<file path="src/rtl/dunc16_timing.sv">
// Major-state (FETCH/DEFER/EXECUTE) and T0..T3 phase generator for the dunc16 core.
// Run/halt/step control; halts are deferred to the instruction boundary so a cycle never stops midway.
module dunc16_timing #(
    parameter int PRESCALE = 1
) (
    input  logic CLK,
    input  logic RESET,
    input  logic RUN,
    input  logic HALT,
    input  logic STEP,
    input  logic MEMREF,
    input  logic IND,
    output logic FETCH,
    output logic DEFER,
    output logic EXECUTE,
    output logic T0,
    output logic T1,
    output logic T2,
    output logic T3,
    output logic TP,
    output logic RUNNING
);

    localparam int CW = (PRESCALE > 1) ? $clog2(PRESCALE) : 1;
    localparam logic [CW-1:0] CNT_LAST = CW'(PRESCALE - 1);

    typedef enum logic [1:0] {
        MAJ_FETCH = 2'd0,
        MAJ_DEFER = 2'd1,
        MAJ_EXEC  = 2'd2
    } major_t;

    major_t        major_q, major_d, major_nxt;
    logic [1:0]    phase_q, phase_d;
    logic [CW-1:0] cnt_q, cnt_d;
    logic          running_q, running_d;
    logic          halt_pend_q, halt_pend_d;
    logic          tp;
    logic          pend_now;

    assign tp = running_q && (cnt_q == CNT_LAST);

    // A halt request seen on the boundary edge itself still stops at that boundary.
    assign pend_now = halt_pend_q || HALT || STEP;

    always_comb begin
        major_nxt = MAJ_FETCH;
        case (major_q)
            MAJ_FETCH: begin
                if (MEMREF) major_nxt = IND ? MAJ_DEFER : MAJ_EXEC;
                else        major_nxt = MAJ_FETCH;
            end
            MAJ_DEFER: major_nxt = MAJ_EXEC;
            default:   major_nxt = MAJ_FETCH;
        endcase
    end

    always_comb begin
        running_d   = running_q;
        major_d     = major_q;
        phase_d     = phase_q;
        cnt_d       = cnt_q;
        halt_pend_d = halt_pend_q;
        if (!running_q) begin
            cnt_d   = '0;
            phase_d = 2'd0;
            if (HALT) begin
                halt_pend_d = 1'b0;
            end else if (RUN || STEP) begin
                running_d   = 1'b1;
                halt_pend_d = STEP;
            end
        end else begin
            halt_pend_d = pend_now;
            if (tp) begin
                cnt_d   = '0;
                phase_d = phase_q + 2'd1;
                if (phase_q == 2'd3) begin
                    major_d = major_nxt;
                    if (major_nxt == MAJ_FETCH && pend_now) begin
                        running_d   = 1'b0;
                        halt_pend_d = 1'b0;
                        phase_d     = 2'd0;
                    end
                end
            end else begin
                cnt_d = cnt_q + CW'(1);
            end
        end
    end

    always_ff @(posedge CLK) begin
        if (RESET) begin
            running_q   <= 1'b0;
            major_q     <= MAJ_FETCH;
            phase_q     <= 2'd0;
            cnt_q       <= '0;
            halt_pend_q <= 1'b0;
        end else begin
            running_q   <= running_d;
            major_q     <= major_d;
            phase_q     <= phase_d;
            cnt_q       <= cnt_d;
            halt_pend_q <= halt_pend_d;
        end
    end

    assign FETCH   = (major_q == MAJ_FETCH);
    assign DEFER   = (major_q == MAJ_DEFER);
    assign EXECUTE = (major_q == MAJ_EXEC);
    assign T0      = running_q && (phase_q == 2'd0);
    assign T1      = running_q && (phase_q == 2'd1);
    assign T2      = running_q && (phase_q == 2'd2);
    assign T3      = running_q && (phase_q == 2'd3);
    assign TP      = tp;
    assign RUNNING = running_q;

endmodule

</file>
<file path="config.mk">
export PLATFORM = sky130hd
export DESIGN_NAME = dunc16_timing
export DESIGN_NICKNAME = d
export VERILOG_FILES = /design/src/rtl/dunc16_timing.sv
export SDC_FILE = /design/constraint.sdc
export NUM_CORES = 1
export LEC_CHECK = 0
export BUFFER_PORTS_ARGS = -buffer_cell sky130_fd_sc_hd__buf_2
export CORE_AREA = 4 4 41 43
export CTS_CLUSTER_SIZE = 10
export DETAILED_ROUTE_END_ITERATION = 8
export DIE_AREA = 0 0 45 47
export PLACE_DENSITY_LB_ADDON = 0.12
export SLEW_MARGIN = 20
export SYNTH_ARGS = -nofsm -noshare
export SYNTH_HDL_FRONTEND = slang
export SYNTH_SLANG_ARGS = --single-unit
</file>
<file path="constraint.sdc">
create_clock -name CLK -period 2.3 [get_ports CLK]
set_input_delay 0.115 -clock CLK [delete_from_list [all_inputs] [get_ports CLK]]
set_output_delay 0.115 -clock CLK [all_outputs]
set_load 0.02 [all_outputs]
</file>
Yosys cells after proc, flatten, opt, wreduce, memory -nomap -nowiden
Cells that the tools add are included.

Add/subtract/negate cells: 2. Multiplexer cells: 17. Eq/ne operators: 5. Bitwise operators: 2. Reductions and logical operators: 16.

Operators by type and width (number): 1-bit two-way mux (12); 2-bit two-way mux (4); 2-bit == test, second input constant (3); 1-bit logical AND (6); 2-bit zero test (3); 2-bit by 1-bit == test with 1-bit output, second input constant (2); 2-bit case mux with 2 select lines (1); 1-bit logical OR (3); 3-bit AND reduction (1); 3-bit nonzero test (1); 3-bit OR reduction (1); 2-bit by 1-bit adder with 2-bit output, second input constant (1); 1-bit NOT (2); 2-bit OR reduction (1); 1-bit adder, second input constant (1).

Word-level logic and storage cells: 47. Output and inout bits: 9. Input bits: 7. Register bits: 7.

Logic depth before layout (Yosys ltp)
Depth after elaboration: 9. Mapped depth: 4. Mapped depth without buffers: 4.

Worst setup path after synthesis
No wires, ideal clock.

Kind: register -> register. Start point: register phase_q[0]. End point: register running_q, in the netlist RUNNING. Arrival: 1.089 ns. Path slack: 1.116 ns. Stages on the path, launching flop included: 5. Required time: 2.205 ns. Cell sequence: dfxtp_1 ha_1 and3b_1 and2_1 a221oi_1.

Word-level cells in the longest chain between the ends: 4.

Ends and longest elaborated chain: start: declaration (line 34) `logic [1:0] phase_q, phase_d;`; start signal: assignment (line 102) `phase_q <= phase_d;`; 2-bit == test (line 78) `if (phase_q == 2'd3) begin`; 1-bit two-way mux (line 78); 1-bit two-way mux (line 75) `if (tp) begin`; 1-bit two-way mux (line 64) `if (!running_q) begin`; end signal: assignment (line 100) `running_q <= running_d;`; end: declaration (line 36) `logic running_q, running_d;`.

No other way between the ends. A chain may end at the register's enable or synchronous reset.

Worst setup path in the final report
Start point: register phase_q[0]. End point: output port T0.

Word-level cells in the longest chain between the ends: 2.

Ends and longest elaborated chain: 2-bit zero test (line 111) `assign T0 = running_q && (phase_q == 2'd0);`; 1-bit logical AND (line 111); end: declaration (line 16) `output logic T0,`.

No other way between the ends.

==> impl_metrics.tcl <==
set metrics [dict create \
    grt_setup_unrepaired "false" \
    drc 0 \
    comb_power_share_pct 12.2 \
    vias_per_cell 4.65 \
    fmax_ghz 0.757 \
    totalWireLength_um 820 \
    fp-row-count 13 \
    syn_to_final_growth_pct 28.7 \
    switchingPower_uw 64.3 \
    dpl.cell_count 79 \
    n_fill_cell 149 \
    io_buffer_count 15 \
    final_max_slew_viol_count 0 \
    layout_setup_ws_ns 0.980 \
    holdWs_ns 0.0848 \
    io_pins 16 \
    cts_buffer_depth 2 \
    peakVddDrop_uv 292 \
    dpl-instance-area_um2 512 \
    p_int_uw 208 \
    grt_usage_pct 9.58 \
    crit_required_ns 2.18 \
    hold_viol 0 \
    crit_buf_inv 2 \
    finalCritPeriodShare_pct 57.4 \
    die_x_um 45 \
    netlist_instances 49 \
    finClkSkew_ns 0.00135 \
    die_y_um 47 \
    htree_levels 1 \
    synthXorXnorAreaFrac_pct 0 \
    synth_top_area_share_pct 33.5 \
    syn-cell-area_um2 418 \
    cpLargestDelayFamily "flip-flops" \
    tns_ns 0 \
    crit_path_top_delay_cell "dfxtp_1" \
    synth_cell_types 23 \
    cts_inserted_buffers 3 \
    synth_top_cells_by_count "dfxtp_1 (7), and2_1 (5), ha_1 (4), inv_1 (4), nor2_1 (4)" \
    yosysMostFrequentCell "dfxtp_1" \
    drive_above_1_share_pct 29.4 \
    crit_chain "inv_1 > ha_1 > and2_1 > buf_2" \
    synth_top_family_by_area "simple AND/OR/NAND/NOR gates" \
    vias 386 \
    synth_nets 60 \
    ys_async_sr_fraction_pct 0 \
    cts_sinks 7 \
    r2r_cells 4 \
    synth-adder-area-share_pct 12.0 \
    synth-seq-cells 7 \
    gp_congestion 0.782 \
    seq_area_frac_synth_pct 33.5 \
    seqPwrFrac_pct 48.5 \
    cts-root-buf "clkbuf_4" \
    swShare_pct 23.6 \
    cts_resized 0 \
    start_util_pct 32.1 \
    fin_nets 80 \
    clk_pin_slew_worst_paths_ns 0.05 \
    netlist_top_cells_area "dfxtp_1 (34%), ha_1 (12%), and2_1 (7.5%), nor2b_1 (4.5%), inv_1 (3.6%)" \
    synth-simple-area-share_pct 30.8 \
    synth-compound-area-share_pct 16.8 \
    coreArea_um2 1300 \
    final_area_um2 538 \
    setup.worst_path.class "reg -> out" \
    cp.arrival_ns 1.21 \
    clk_latency_ns 0.25 \
    cts_setup_buffers 0 \
    status "complete, no violations" \
    min_period_ns 1.32 \
    synth_mux_area_share_pct 2.40 \
    dieArea_um2 2120 \
    synth_edf_count 0 \
    crit_fanout 5 \
    synth-main-ff-cell "dfxtp_1" \
    crit_cells 4 \
    cts_hold_buffers 0 \
    yosysWarnings 0 \
    n_antenna_cell 0 \
    layoutNonFillerInstCount 83 \
    power_density_nw_per_um2 506 \
    worst_setup_path_start_kind "register" \
    hpwl_um 679 \
    overflow 0 \
    critPathCaptureType "output port" \
    dr.pass1.iters 4 \
    antenna_found_initial 0 \
    grt_pass1_vias 324 \
    power_leakage_nw 0.249 \
    hold_depth 2 \
    timing.max_cap.violations 0 \
    avgSynthCellArea_um2 8.53 \
    grt_first_pass_wirelength_um 1330 \
    drtIter0Drc 2 \
    cts_tree "done" \
    cpPeakStageDelay_ns 0.39 \
    synth_top_cell_by_area "dfxtp_1" \
    min_path_type "in -> reg" \
    grt_max_degree 11 \
    wl_per_cell_um 9.88 \
    drtAntennaViolNets 0 \
    power.share.clock_pct 39.2 \
    post-place-ws_ns 1.03 \
    setup-violations-final 0 \
]
-- registers in the layout (all words and copies together), names as in the netlist --
signal / count
major_q: 2
phase_q: 2
RUNNING: 1
cnt_q: 1
halt_pend_q: 1
-- final cells by class --
cell class | count | area (µm²) | area share (%)
repair buffers | 15 | 75.1 | 14.0
inverters | 4 | 15.0 | 2.79
multi-input cells | 38 | 263 | 48.8
well taps | 15 | 18.8 | 3.49
clock buffers | 4 | 26.3 | 4.88
flip-flops and latches | 7 | 140 | 26.0
-- layout by cell type, fill, tap and decap left out --
| master | count |
|---|---|
| nor2b_1 | 3 |
| clkbuf_4 | 3 |
| and2_1 | 5 |
| nand4_1 | 1 |
| or2b_1 | 1 |
| clkbuf_1 | 1 |
| conb_1 | 1 |
| and3b_1 | 1 |
| or3_4 | 1 |
| a21oi_2 | 1 |
| buf_2 | 15 |
| nand2b_1 | 1 |
| a21oi_1 | 2 |
| dfxtp_1 | 7 |
| a311o_1 | 1 |
| nand2_1 | 3 |
| ha_1 | 4 |
| o21bai_1 | 2 |
| a221oi_1 | 1 |
| nor3_1 | 1 |
| o211ai_1 | 1 |
| inv_1 | 4 |
| o21ai_0 | 2 |
| nor2_1 | 4 |
| mux2i_1 | 1 |
| nand3b_1 | 1 |
-- per-layer routing --
metal  GRT usage (%)  routed length (µm)
met2            12.4                 316
met4            10.5                  34
met5               0                   0
met3            4.98                  94
met1            10.5                 376
-- logic make-up (layout without fill, tap and decap cells) --
logic type	count (synthesis)	in the layout
simple gates	22	22
compound gates	10	10
flops	7	7
fa+ha+maj	4	4
buf+inv	4	23
other cells	1	1
mux	1	1
-- per-stage QoR --
step	total power [mW]	utilization (%)
6_report	0.272	41.3
5_1_grt	0.295	41.3
4_1_cts	0.279	41.3
3_5_place_dp	0.168	39.3
3_3_place_gp	0.169	39.3
2_1_floorplan	0.153	-
-- power by group through the flow --
stage          logic [mW]  clock network (mW)  registers [mW]
2_1_floorplan      0.0186                   0           0.135
3_3_place_gp       0.0340                   0           0.135
3_5_place_dp       0.0336                   0           0.135
4_1_cts            0.0338               0.113           0.132
5_1_grt            0.0376               0.125           0.133
6_report           0.0333               0.107           0.132
-- path summary, 6_finish.rpt --
check	start	to	slack (ns)
max	phase_q[0]$_SDFFE_PP0P_	T0	0.98
min	RESET	major_q[0]$_SDFFE_PP0P_	0.08
max reg2reg	phase_q[0]$_SDFFE_PP0P_	RUNNING$_SDFF_PP0_	1.03
min reg2reg	major_q[1]$_SDFFE_PP0P_	major_q[1]$_SDFFE_PP0P_	0.50
No activity file was read; power rests on OpenSTA's default activity.
